**config.mk**
```make
export PLATFORM = sky130hd
export DESIGN_NAME = multicycle_ctrl
export DESIGN_NICKNAME = d
export VERILOG_FILES = /design/src/rtl/multicycle_ctrl.sv
export SDC_FILE = /design/constraint.sdc
export NUM_CORES = 1
export LEC_CHECK = 0
export ABC_AREA = 1
export CAP_MARGIN = 20
export CORE_MARGIN = 5
export CORE_UTILIZATION = 43
export CTS_CLUSTER_SIZE = 14
export DETAILED_ROUTE_END_ITERATION = 7
export GPL_ROUTABILITY_DRIVEN = 0
export PLACE_DENSITY = 0.86
export SLEW_MARGIN = 20
export SYNTH_ARGS = -nofsm -noshare
export SYNTH_HDL_FRONTEND = slang
export SYNTH_SLANG_ARGS = --single-unit
```
**constraint.sdc**
```tcl
create_clock -name clk -period 2.12 [get_ports clk]
set_input_delay 0.318 -clock clk [delete_from_list [all_inputs] [get_ports clk]]
set_output_delay 0.318 -clock clk [all_outputs]
set_load 0.02 [all_outputs]
```
**src/rtl/multicycle_ctrl.sv**
```systemverilog
// Main control FSM of the multicycle core: fetch/decode/execute/memory/writeback sequencing.
// Define CTRL_PERF_CNT_EN to add the cycle_count/instr_count performance counters.
module multicycle_ctrl #(
    parameter int unsigned WAIT_LIMIT = 0,
    parameter int unsigned PERF_W     = 32
) (
    input  logic       clk,
    input  logic       rst_n,
    input  logic [5:0] opcode,
    input  logic [5:0] funct,
    input  logic       mem_ready,
    input  logic       cond_true,
    output logic       pc_write,
    output logic [1:0] pc_src,
    output logic       ir_write,
    output logic       iord,
    output logic       mem_read,
    output logic       mem_write,
    output logic       reg_write,
    output logic       reg_dst,
    output logic       mem_to_reg,
    output logic       alu_src_a,
    output logic [1:0] alu_src_b,
    output logic [7:0] alu_op,
    output logic [3:0] state,
    output logic       illegal
`ifdef CTRL_PERF_CNT_EN
    ,
    output logic [PERF_W-1:0] cycle_count,
    output logic [PERF_W-1:0] instr_count
`endif
);

    localparam logic [3:0] S_FETCH    = 4'd0;
    localparam logic [3:0] S_DECODE   = 4'd1;
    localparam logic [3:0] S_EXEC_R   = 4'd2;
    localparam logic [3:0] S_EXEC_I   = 4'd3;
    localparam logic [3:0] S_MEM_ADDR = 4'd4;
    localparam logic [3:0] S_MEM_RD   = 4'd5;
    localparam logic [3:0] S_MEM_WR   = 4'd6;
    localparam logic [3:0] S_WB_ALU   = 4'd7;
    localparam logic [3:0] S_WB_MEM   = 4'd8;
    localparam logic [3:0] S_BRANCH   = 4'd9;
    localparam logic [3:0] S_JR       = 4'd10;
    localparam logic [3:0] S_TRAP     = 4'd11;

    localparam logic [5:0] OP_RFMT = 6'b000000;
    localparam logic [5:0] OP_BEQ  = 6'b000011;
    localparam logic [5:0] OP_BNE  = 6'b000100;
    localparam logic [5:0] OP_ADDI = 6'b001000;
    localparam logic [5:0] OP_ANDI = 6'b001100;
    localparam logic [5:0] OP_ORI  = 6'b001101;
    localparam logic [5:0] OP_XORI = 6'b001110;
    localparam logic [5:0] OP_LW   = 6'b100011;
    localparam logic [5:0] OP_SW   = 6'b101011;
    localparam logic [5:0] OP_BLT  = 6'b011000;
    localparam logic [5:0] OP_BGT  = 6'b011001;
    localparam logic [5:0] OP_BGE  = 6'b011010;
    localparam logic [5:0] OP_BLE  = 6'b011011;

    localparam logic [5:0] FN_SLL  = 6'b000000;
    localparam logic [5:0] FN_SRL  = 6'b000010;
    localparam logic [5:0] FN_JR   = 6'b001000;
    localparam logic [5:0] FN_ADD  = 6'b100000;
    localparam logic [5:0] FN_ADDU = 6'b100001;
    localparam logic [5:0] FN_SUB  = 6'b100010;
    localparam logic [5:0] FN_SUBU = 6'b100011;
    localparam logic [5:0] FN_AND  = 6'b100100;
    localparam logic [5:0] FN_OR   = 6'b100101;
    localparam logic [5:0] FN_XOR  = 6'b100110;
    localparam logic [5:0] FN_NOR  = 6'b100111;

    localparam logic [7:0] ALU_ADD  = 8'h00;
    localparam logic [7:0] ALU_SUB  = 8'h01;
    localparam logic [7:0] ALU_AND  = 8'h02;
    localparam logic [7:0] ALU_OR   = 8'h03;
    localparam logic [7:0] ALU_XOR  = 8'h04;
    localparam logic [7:0] ALU_NOR  = 8'h05;
    localparam logic [7:0] ALU_SRL  = 8'h06;
    localparam logic [7:0] ALU_SLL  = 8'h07;
    localparam logic [7:0] ALU_ADDU = 8'h08;
    localparam logic [7:0] ALU_SUBU = 8'h09;
    localparam logic [7:0] ALU_BEQ  = 8'h10;
    localparam logic [7:0] ALU_BNE  = 8'h11;
    localparam logic [7:0] ALU_BLT  = 8'h12;
    localparam logic [7:0] ALU_BGT  = 8'h13;
    localparam logic [7:0] ALU_BGE  = 8'h14;
    localparam logic [7:0] ALU_BLE  = 8'h15;

    localparam int unsigned CW = (WAIT_LIMIT > 0) ? $clog2(WAIT_LIMIT + 1) : 1;

    logic [3:0]    state_reg, state_next;
    logic [CW-1:0] wait_cnt_reg, wait_cnt_next;
    logic          waiting;
    logic [7:0]    r_op, i_op, br_op;
    logic          r_legal, i_legal, br_legal;

    always_comb begin
        r_op    = ALU_ADD;
        r_legal = 1'b1;
        case (funct)
            FN_SLL:  r_op = ALU_SLL;
            FN_SRL:  r_op = ALU_SRL;
            FN_JR:   r_op = ALU_ADD;
            FN_ADD:  r_op = ALU_ADD;
            FN_ADDU: r_op = ALU_ADDU;
            FN_SUB:  r_op = ALU_SUB;
            FN_SUBU: r_op = ALU_SUBU;
            FN_AND:  r_op = ALU_AND;
            FN_OR:   r_op = ALU_OR;
            FN_XOR:  r_op = ALU_XOR;
            FN_NOR:  r_op = ALU_NOR;
            default: r_legal = 1'b0;
        endcase
    end

    always_comb begin
        i_op    = ALU_ADD;
        i_legal = 1'b1;
        case (opcode)
            OP_ADDI: i_op = ALU_ADD;
            OP_ANDI: i_op = ALU_AND;
            OP_ORI:  i_op = ALU_OR;
            OP_XORI: i_op = ALU_XOR;
            default: i_legal = 1'b0;
        endcase
    end

    always_comb begin
        br_op    = ALU_BEQ;
        br_legal = 1'b1;
        case (opcode)
            OP_BEQ:  br_op = ALU_BEQ;
            OP_BNE:  br_op = ALU_BNE;
            OP_BLT:  br_op = ALU_BLT;
            OP_BGT:  br_op = ALU_BGT;
            OP_BGE:  br_op = ALU_BGE;
            OP_BLE:  br_op = ALU_BLE;
            default: br_legal = 1'b0;
        endcase
    end

    always_comb begin
        state_next = state_reg;
        waiting    = 1'b0;
        case (state_reg)
            S_FETCH: begin
                if (mem_ready) state_next = S_DECODE;
                else           waiting    = 1'b1;
            end
            S_DECODE: begin
                if (opcode == OP_RFMT) begin
                    if (!r_legal)            state_next = S_TRAP;
                    else if (funct == FN_JR) state_next = S_JR;
                    else                     state_next = S_EXEC_R;
                end else if (i_legal) begin
                    state_next = S_EXEC_I;
                end else if (opcode == OP_LW || opcode == OP_SW) begin
                    state_next = S_MEM_ADDR;
                end else if (br_legal) begin
                    state_next = S_BRANCH;
                end else begin
                    state_next = S_TRAP;
                end
            end
            S_EXEC_R, S_EXEC_I: state_next = S_WB_ALU;
            S_MEM_ADDR: state_next = (opcode == OP_LW) ? S_MEM_RD : S_MEM_WR;
            S_MEM_RD: begin
                if (mem_ready) state_next = S_WB_MEM;
                else           waiting    = 1'b1;
            end
            S_MEM_WR: begin
                if (mem_ready) state_next = S_FETCH;
                else           waiting    = 1'b1;
            end
            S_WB_ALU, S_WB_MEM, S_BRANCH, S_JR: state_next = S_FETCH;
            S_TRAP: state_next = S_TRAP;
            // Codes 12..15 are unreachable; treat a corrupted state as a trap.
            default: state_next = S_TRAP;
        endcase
        if (WAIT_LIMIT > 0 && waiting && (32'(wait_cnt_reg) + 32'd1) >= WAIT_LIMIT)
            state_next = S_TRAP;
    end

    always_comb begin
        if (state_next != state_reg)
            wait_cnt_next = '0;
        else if (waiting && WAIT_LIMIT > 0)
            wait_cnt_next = wait_cnt_reg + CW'(1);
        else
            wait_cnt_next = wait_cnt_reg;
    end

    always_ff @(posedge clk or negedge rst_n) begin
        if (!rst_n) begin
            state_reg    <= S_FETCH;
            wait_cnt_reg <= '0;
        end else begin
            state_reg    <= state_next;
            wait_cnt_reg <= wait_cnt_next;
        end
    end

    // Outputs are gated by rst_n so FETCH's request lines stay low while reset is held.
    always_comb begin
        pc_write   = 1'b0;
        pc_src     = 2'b00;
        ir_write   = 1'b0;
        iord       = 1'b0;
        mem_read   = 1'b0;
        mem_write  = 1'b0;
        reg_write  = 1'b0;
        reg_dst    = 1'b0;
        mem_to_reg = 1'b0;
        alu_src_a  = 1'b0;
        alu_src_b  = 2'b00;
        alu_op     = ALU_ADD;
        illegal    = 1'b0;
        if (rst_n) begin
            case (state_reg)
                S_FETCH: begin
                    mem_read  = 1'b1;
                    alu_src_b = 2'b01;
                    ir_write  = mem_ready;
                    pc_write  = mem_ready;
                end
                S_DECODE:  alu_src_b = 2'b11;
                S_EXEC_R: begin
                    alu_src_a = 1'b1;
                    alu_op    = r_op;
                end
                S_EXEC_I: begin
                    alu_src_a = 1'b1;
                    alu_src_b = 2'b10;
                    alu_op    = i_op;
                end
                S_WB_ALU: begin
                    reg_write = 1'b1;
                    reg_dst   = (opcode == OP_RFMT);
                    alu_op    = (opcode == OP_RFMT) ? r_op : i_op;
                end
                S_MEM_ADDR: begin
                    alu_src_a = 1'b1;
                    alu_src_b = 2'b10;
                end
                S_MEM_RD: begin
                    mem_read = 1'b1;
                    iord     = 1'b1;
                end
                S_MEM_WR: begin
                    mem_write = 1'b1;
                    iord      = 1'b1;
                end
                S_WB_MEM: begin
                    reg_write  = 1'b1;
                    mem_to_reg = 1'b1;
                end
                S_BRANCH: begin
                    alu_src_a = 1'b1;
                    alu_op    = br_op;
                    pc_write  = cond_true;
                    pc_src    = 2'b01;
                end
                S_JR: begin
                    pc_write = 1'b1;
                    pc_src   = 2'b10;
                end
                S_TRAP:  illegal = 1'b1;
                default: illegal = 1'b1;
            endcase
        end
    end

    assign state = state_reg;

`ifdef CTRL_PERF_CNT_EN
    logic instr_done;
    assign instr_done = (state_next == S_FETCH) &&
                        (state_reg inside {S_WB_ALU, S_WB_MEM, S_MEM_WR, S_BRANCH, S_JR});

    always_ff @(posedge clk or negedge rst_n) begin
        if (!rst_n) begin
            cycle_count <= '0;
            instr_count <= '0;
        end else begin
            if (state_reg != S_TRAP) cycle_count <= cycle_count + PERF_W'(1);
            if (instr_done)          instr_count <= instr_count + PERF_W'(1);
        end
    end
`endif

endmodule

```
==> results of run 1 <==
[power breakdown]
group          leakage [µW]  internal, µW  switching [µW]
logic              0.000876          59.6            60.0
clock network     0.0000138          63.5            33.9
registers         0.0000402          76.7               0
[cells in the final DEF (no fill, tap or decap)]
cell type | synthesis | layout
nand2_1 | 41 | 41
buf_4 | 3 | 39
inv_1 | 32 | 31
nor2_1 | 27 | 20
nand3_1 | 16 | 15
clkdlybuf4s50_1 | 0 | 15
nor2_2 | 6 | 10
a21oi_1 | 8 | 8
nand4_1 | 7 | 7
dlygate4sd2_1 | 0 | 7
dlymetal6s2s_1 | 0 | 6
clkbuf_2 | 0 | 6
dfrtp_1 | 4 | 4
nor2_4 | 0 | 3
nand3_2 | 2 | 3
conb_1 | 1 | 3
clkbuf_4 | 0 | 3
nor3_1 | 2 | 2
inv_2 | 2 | 2
nand3b_1 | 2 | 2
o21ai_1 | 1 | 2
a31oi_1 | 2 | 2
buf_2 | 0 | 2
clkinvlp_4 | 0 | 1
o21ai_4 | 0 | 1
o21ai_0 | 2 | 1
nand2_2 | 1 | 1
o221ai_1 | 1 | 1
o2111ai_1 | 1 | 1
clkdlybuf4s15_2 | 0 | 1
[layer usage]
layer  GRT usage, %  part of all wire, %
met2           44.3                   51
met5              0                    0
met4           4.26                  3.6
met1           27.0                   38
met3           3.05                  7.4
[cells in the mapped netlist]
| master | number |
|---|---|
| nand3_2 | 2 |
| dfrtp_1 | 4 |
| a21oi_1 | 8 |
| nor3_1 | 2 |
| conb_1 | 1 |
| o2111ai_1 | 1 |
| nor2_1 | 27 |
| buf_4 | 3 |
| a31oi_1 | 2 |
| o21ai_2 | 1 |
| nand4_1 | 7 |
| nor2_2 | 6 |
| nand3_1 | 16 |
| nand2_1 | 41 |
| o21ai_1 | 1 |
| inv_2 | 2 |
| nand2_2 | 1 |
| clkbuf_1 | 1 |
| inv_1 | 32 |
| o21ai_0 | 2 |
| nand3b_1 | 2 |
| o221ai_1 | 1 |
[how the worst min path moves through the flow]
stage	end	slack (ns)
floorplan	state[0]	0.02
global route	state[3]	0.45
detailed placement	state[1]	0.63
finish	state[0]	0.46
global placement	state[1]	0.62
CTS	state[3]	0.38
[cell families after synthesis]
group / count (synthesis) / synth area share (%)
DFF: 4 / 12.2
and+or+nand+nor: 104 / 57.1
buffers and inverters: 38 / 18.8
AOI/OAI and AO/OA: 16 / 11.5
other: 1 / 0.458
[through the flow]
stage	TNS, ns	power (µW)
global placement	-2.11	177
CTS	-0.228	283
detailed placement	-2.57	180
finish	-0.0235	294
global route	-0.183	317
floorplan	0	118
[final cells by class]
class / count / area, µm² / area share [%]
Timing Repair Buffer: 76 / 631 / 41.1
Multi-Input combinational cell: 123 / 618 / 40.3
Inverter: 34 / 131 / 8.56
Sequential cell: 4 / 100 / 6.53
Tap cell: 25 / 31.3 / 2.04
Clock buffer: 3 / 22.5 / 1.47
[critical path: stages, from the launching register on]
cell,delay [ns]
dfrtp_1,0.43
nor2_2,0.22
inv_1,0.09
nor2_1,0.21
nand3b_1,0.16
nand2_1,0.09
nor2_1,0.12
clkdlybuf4s15_2,0.27
[what timing repair did]
item / 4_1_cts / 5_1_grt
resized for setup: 34 / 31
pin swaps: 1 / 3
setup buffers: 1 / 6
endpoints found under the hold margin: 0 / 0
setup endpoints to repair: 18 / 11
==> key figures, run 1 <==
Logic synthesis
  – Synth area leaders: nand2_1 19%, inv_1 15%, nor2_1 12%
  – Average size of a mapped cell: about 5.0 µm²
  – Yosys warns: 0
  – Synth Register Bits: 4
  – Post-synth top area cell: nand2_1
  – Cells after synthesis: roughly 160
  – Unique cell type count in the Yosys netlist: 22
  – Post-synth top area share: 18.8%
  – Post-synthesis sequential area ratio: between 10% and 20%
  – Cell Area, Synth: 820 µm²

Drt
  – Drt first pass iters: 4
  – DR vias: 1,334
  – DR WL/cell: 13.0 µm
  – Drt via density: 5.03
  – WL final: between 3 and 4 mm
  – Residual DRC: 0
  – Initial DRC count: 45
  – Antenna Violating Nets Remaining: 0

STA
  – Post-route setup slack: -0.0235 ns
  – Final period utilization: 101%
  – Crit path time final: 2.14 ns
  – Slew Limit Fails: 0
  – Hold WS: 0.457 ns
  – RSZ-0062 raised after global routing: yes
  – Final setup fails: 1
  – Worst Skew: 0.00429 ns
  – Final Hold Fails: 0
  – Max Clk Rate: 467 MHz

Clock network
  – Clock Sinks: 4
  – Hold_buf cts: 0
  – Clock Tree Root: clkbuf_4
  – Clock Path Buffers: 2
  – CTS tree: built
  – Clk_lat worst skew: roughly 0.24 ns
  – Clk slew on worst S/H paths: 0.04 ns
  – CTS Buf Count: 3
  – Htree depth: 1

Critical path
  – Req. time, crit path: 1.80 ns
  – Worst EP arrival: 1.83 ns
  – Critical Path Sink: alu_op[3]
  – Worst-path fanout max: 4
  – Type of origin of the critical path: flip-flop
  – Depth of the worst register-to-register path: 8
  – CP Class: reg2out
  – R2R Path Start: state[0]
  – Worst setup EP type: output pin
  – Setup slack, reg-to-reg: 0.67 ns
  – Worst R2R End: state[0]
  – Critical Path Start: state[2]

Placed design
  – IO buf count: 38
  – Place WS: -0.430 ns
  – Dpl hpwl: 2.58 mm
  – Placement Cell Area: 1450 µm²
  – Inst Count DP: 255

Cells and area
  – Share of cells above drive strength 1: about 30%
  – Layout area overhead: 87.2%
  – Core Util, Final: 87.0%
  – Ant diodes: 0
  – Max FFs per register: 4
  – Fill cells: 115
  – Final non-filler cell total: 265
  – Final net count: 258
  – Fin area: 1530 µm²

Min path
  – Hold crit path type: in2async

Run
  – Max Cap Violations: 0

Global route
  – Largest net degree at the start of global routing: 16
  – First-pass GRT wire length: 5.00 mm
  – GRT Util Overall: 23.1%
  – Number of global-route vias before repair: 1,193
  – Antenna violations before repair: 0
  – Total gr overflow: 0

Floorplanning
  – Core ar.: 1760 µm²
  – DIE AREA: 2880 µm²
  – Rows: 15
  – Die height: 53.7 µm
  – IO Count: 42
  – Die W: roughly 54 µm
  – Initial Utilization: a little under half

Power and ir drop
  – VDD IR-drop max: around 240 µV
  – Leak: approximately 0.00093 µW
  – Pwr dens: 192 nW/µm²

Status
  – Status: finished, violations left
  – Failing checks: negative setup slack
(Power assumes the default switching activity.)
==> run 2, diff against run 1 <==
- CORE_UTILIZATION: 43 -> 40
- PLACE_DENSITY: 0.86 -> 0.81
==> run 2 against run 1 <==
  * The run now ends clean
  * Count of clock-buffer cells in the layout unchanged
  * Design area down 2.2%
  * Setup slack improved by 0.043 ns
  * Non-clock buffer count down 5
  * Critical path depth increased by 4
  * Utilization shrank 10 points
  * Clock power shrank 3.3%
  * Final cell count shrank 1.1%
  * Global-route usage fell by 2.8 points
  * Critical path type is now in2out
  * Critical endpoint is now alu_op[0]
  * Largest cell class unchanged
==> key figures, run 2 (synthesized netlist as in run 1, its figures left out) <==
STA
  – Slew Limit Headroom: between 60 and 70%
  – Final period utilization: 99.1%
  – Crit path time final: 2.10 ns
  – Worst Skew: 0.00872 ns
  – Final setup fails: 0
  – Max Clk Rate: roughly 480 MHz
  – Slew Limit Fails: 0
  – Post-route setup slack: 0.0191 ns
  – Final Hold Fails: 0
  – Worst slew pin tran: 0.508 ns
  – RSZ-0062 raised after global routing: yes
  – Final TNS setup: 0 ns
  – Hold WS: approximately 0.39 ns

Cells and area
  – Layout area overhead: 83.1%
  – Fin area: 1500 µm²
  – Fill cells: 172
  – Ant diodes: 0
  – Most frequent cells in the layout: 41 x nand2_1, 34 x buf_4, 31 x inv_1, 21 x nor2_1, 16 x nand3_1
  – Share of cells above drive strength 1: 26.4%
  – Most common cell after layout, fill and taps aside: nand2_1
  – Final non-filler cell total: 262
  – Max FFs per register: 4
  – Final net count: 253

Global route
  – GRT Util Overall: 20.3%
  – Total gr overflow: 0
  – Number of global-route vias before repair: 1,252
  – First-pass GRT wire length: ~5.4 mm
  – Largest net degree at the start of global routing: 17
  – Antenna violations before repair: 0

Power and ir drop
  – VDD IR-drop max: approximately 320 µV
  – Pwr dens: 186 nW/µm²
  – Leak: a little over 0.0009 µW

Drt
  – WL final: 3.17 mm
  – Antenna Violating Nets Remaining: 0
  – Drt first pass iters: 4
  – Drt via density: just under 5
  – DR vias: 1,294
  – Initial DRC count: 50
  – Residual DRC: 0
  – DR WL/cell: 12.1 µm

Critical path
  – Setup slack, reg-to-reg: 0.72 ns
  – Worst EP arrival: 1.78 ns
  – Critical Path Sink: alu_op[0]
  – Req. time, crit path: between 1.5 and 2 ns
  – R2R Path Start: state[1]
  – CP Class: in2out
  – Worst-path fanout max: 3
  – Type of origin of the critical path: primary input
  – Depth of the worst register-to-register path: 9
  – Critical Path Start: funct[3]
  – Worst R2R End: state[0]
  – Worst setup EP type: output pin

Clock network
  – Hold_buf cts: 0
  – Clock Sinks: 4
  – Clk slew on worst S/H paths: 0.04 ns
  – Clock Path Buffers: 2
  – CTS tree: built
  – Htree depth: 1
  – CTS Buf Count: 3
  – Clk_lat worst skew: about 0.24 ns
  – Clock Tree Root: clkbuf_4

Min path
  – Hold crit path type: in2async

Floorplanning
  – Initial Utilization: a little over two fifths
  – Die W: 55.3 µm
  – DIE AREA: 3050 µm²
  – Die height: 55.3 µm
  – Rows: 16
  – IO Count: 42
  – Core ar.: 1960 µm²

Placed design
  – Inst Count DP: 256
  – Place WS: -0.419 ns
  – Placement Cell Area: 1440 µm²
  – Dpl hpwl: roughly 2.6 mm
  – IO buf count: 38

Run
  – Max Cap Violations: 0

Status
  – Status: finished, final reports clean
## run 2: changes by cell type in the layout (fill, tap and decap cells not counted), moves of 2 or more
cell,delta
clkdlybuf4s50_1,-2
clkbuf_2,-4
dlygate4sd2_1,+5
buf_4,-5
## run 2: worst min-delay path by stage
stage,start,endpoint,slack [ns]
after floorplan,rst_n,state[0],0.02
after global placement,rst_n,state[3],0.63
after detailed placement,rst_n,state[3],0.63
after CTS,rst_n,state[0],0.39
after global routing,rst_n,state[0],0.41
final,rst_n,state[0],0.39
## run 2: layout make-up
type	count	area (µm²)	area share [%]
clock buffers	3	22.5	1.50
inverters	34	128	8.51
multi-input cells	123	602	40.1
flip-flops and latches	4	101	6.76
well taps	27	33.8	2.25
repair buffers	71	613	40.9
## run 2: where the power goes
part           switching (µW)  internal (µW)  total, µW
logic                    56.0           52.5        108
registers                   0           76.8       76.8
clock network            31.0           63.3       94.3
## run 2: metrics by stage
step | power, µW | utilization [%]
6_report | 280 | 76.5
5_1_grt | 295 | 76.5
4_1_cts | 275 | 74.6
3_5_place_dp | 179 | 73.4
3_3_place_gp | 175 | 73.4
2_1_floorplan | 118 | -
## run 2: timing repair
item                       in CTS  in global routing
setup endpoints to repair      17                  9
pin swaps                       2                  3
buffers inserted                2                  1
resized for setup              32                 21
## run 2: worst max-delay path, cell delays in order
cell and delay (ns):
clkdlybuf4s50_1 0.45, nor2_2 0.17, nand3_1 0.13, nand2_1 0.12, nand2_1 0.06, nand2_1 0.06, nand2_1 0.06, nand3_1 0.08
nand2_1 0.05, inv_1 0.04, clkdlybuf4s15_2 0.25
## run 2: metal layers
layer / share of wire [%] / track usage [%] / routed length (µm)
met1: 39 / 24.3 / 1240
met2: 52 / 37.8 / 1640
met3: 7.6 / 2.80 / 240
met4: 1.4 / 4.17 / 43
met5: 0 / 0 / 0
==> run 3, diff against run 2 <==
- TNS_END_PERCENT: not set -> 5
==> run 3 against run 2 <==
  * First-iteration DRC count shrank 22%
  * Via count is 2.2% higher
  * Fmax grew 2.8%
  * Sequential share of layout area is 0.091 points higher
  * Largest cell class is now multi-input gates
  * Highest routed layer unchanged
==> key figures, run 3 (synthesized netlist as in run 1, its figures left out) <==
Status
  – Status: finished, final reports clean

Critical path
  – Worst path max stage delay: 0.43 ns
  – CP Class: reg2out
  – Worst EP arrival: roughly 1.7 ns
  – Most Frequent Cell on Critical Path: inv_1
  – Worst-path fanout max: 5
  – Slowest CP cell: dfrtp_1
  – Top delay family on crit path: buffers and inverters
  – Critical-path cell list: buf_4 > nor2_1 > inv_1 > nor2_2 > inv_1 > a31oi_1 > dlygate4sd2_1
  – Worst setup EP type: output pin
  – Type of origin of the critical path: flip-flop
  – CP bufs+invs: 4
  – Req. time, crit path: approximately 1.8 ns

Power and ir drop
  – Flop pwr share: 27.4%
  – Int Pwr: 193 µW
  – Design Power: 280 µW
  – Clock network power share: between 30% and 40%
  – Combinational share of power: 38.9%
  – Pwr dens: between 150 and 200 nW/µm²
  – Sw power: 86.5 µW
  – VDD IR-drop max: approximately 320 µV
  – Leak: between 0.0008 and 0.0009 µW
  – Switching part of the total power: 30.9%

Cells and area
  – Layout area overhead: 80.6%
  – Most frequent cells in the layout: 41 x nand2_1, 32 x buf_4, 31 x inv_1, 21 x nor2_1
  – Final non-filler cell total: 260
  – Ant diodes: 0
  – Most common cell after layout, fill and taps aside: nand2_1
  – Fill cells: around 180
  – Max FFs per register: 4
  – Share of cells above drive strength 1: 25.8%
  – Final net count: 251

Drt
  – Drt via density: 5.09
  – Initial DRC count: 39
  – Antenna Violating Nets Remaining: 0
  – DR vias: 1,323
  – WL final: 3.13 mm
  – Drt first pass iters: 4
  – Residual DRC: 0
  – DR WL/cell: ~12 µm

Floorplanning
  – DIE AREA: 3050 µm²
  – Core ar.: 1960 µm²
  – Die height: 55.3 µm
  – Initial Utilization: 41.8%
  – Rows: 16
  – IO Count: 42
  – Die W: roughly 55 µm

STA
  – Final setup fails: 0
  – Final Hold Fails: 0
  – Final period utilization: 96.4%
  – Crit path time final: 2.04 ns
  – Slew Limit Fails: 0
  – RSZ-0062 raised after global routing: yes
  – Max Clk Rate: 489 MHz
  – Final TNS setup: 0 ns
  – Hold WS: 0.390 ns
  – Worst Skew: 0.00881 ns

Global route
  – GRT Util Overall: 19.7%
  – Largest net degree at the start of global routing: 17
  – Total gr overflow: 0
  – Antenna violations before repair: 0
  – First-pass GRT wire length: roughly 5.2 mm
  – Number of global-route vias before repair: 1,205

Clock network
  – Clk slew on worst S/H paths: 0.04 ns
  – Clk_lat worst skew: 0.24 ns
  – Clock Sinks: 4
  – CTS Buf Count: 3
  – CTS tree: built
  – Clock Path Buffers: 2
  – Htree depth: 1
  – Clock Tree Root: clkbuf_4

Placed design
  – Inst Count DP: ~260
  – IO buf count: 38
  – Dpl hpwl: approximately 2.6 mm

Run
  – Max Cap Violations: 0

Min path
  – Hold crit path type: in2async
run 3: worst register-to-register path, stage by stage (launching register included):
cell	delay (ns)
dfrtp_1	0.43
buf_4	0.17
nor2_1	0.12
buf_4	0.14
nand2_1	0.08
nand3_2	0.08
nand2_2	0.08
nand2_1	0.07
nor2_1	0.04
a21oi_1	0.14
run 3: worst paths after layout:
path                          start           end  slack, ns  cells past startpoint
max                        state[1]  alu_src_b[1]       0.08                      7
min                           rst_n      state[0]       0.39                      2
max reg2reg                state[1]      state[0]       0.72                      9
min reg2reg                state[0]      state[0]       0.64                      2
max in group asynchronous     rst_n      state[0]       1.60                      2
min in group clk           state[0]      state[0]       0.64                      2
run 3: cell type report:
cell class	count	area [µm²]	share of cell area (%)
timing repair buffer	69	597	40.3
inverter	34	128	8.62
multi-input combinational	123	598	40.4
clock buffer	3	22.5	1.52
tap	27	33.8	2.28
sequential	4	101	6.85
run 3: through the flow:
step | utilization [%] | instance area, µm² | setup WS, ns
after detailed placement | 73.4 | 1440 | -0.419
after CTS | 74.0 | 1450 | -0.132
after global placement | 73.4 | 1440 | -0.391
after floorplan | - | 827 | 0.350
final | 75.4 | 1480 | 0.0753
after global routing | 75.4 | 1480 | -0.0578
run 3: layer usage:
layer | GRT usage [%] | up-vias | wire (µm)
met5 | 0 | - | 0
met2 | 36.7 | 72 | 1600
met4 | 3.13 | 0 | 47
met3 | 2.80 | 10 | 229
li1 | - | 652 | -
met1 | 24.0 | 589 | 1260
run 3: power groups by stage:
| stage | Combinational, µW | Sequential, µW | Clock [µW] |
|---|---|---|---|
| 3_3_place_gp | 97.4 | 77.7 | 0 |
| 3_5_place_dp | 101 | 77.7 | 0 |
| 6_report | 109 | 76.8 | 94.3 |
| 2_1_floorplan | 39.8 | 77.8 | 0 |
| 4_1_cts | 102 | 76.8 | 94.0 |
| 5_1_grt | 117 | 76.6 | 102 |
run 3: repair_timing:
item | in CTS | in global routing
setup buffers | 0 | 1
endpoints found under the hold margin | 0 | 0
hold buffers | 0 | 0
endpoints found under the setup margin | 17 | 9
pin swaps | 0 | 3
gates resized for setup | 25 | 25
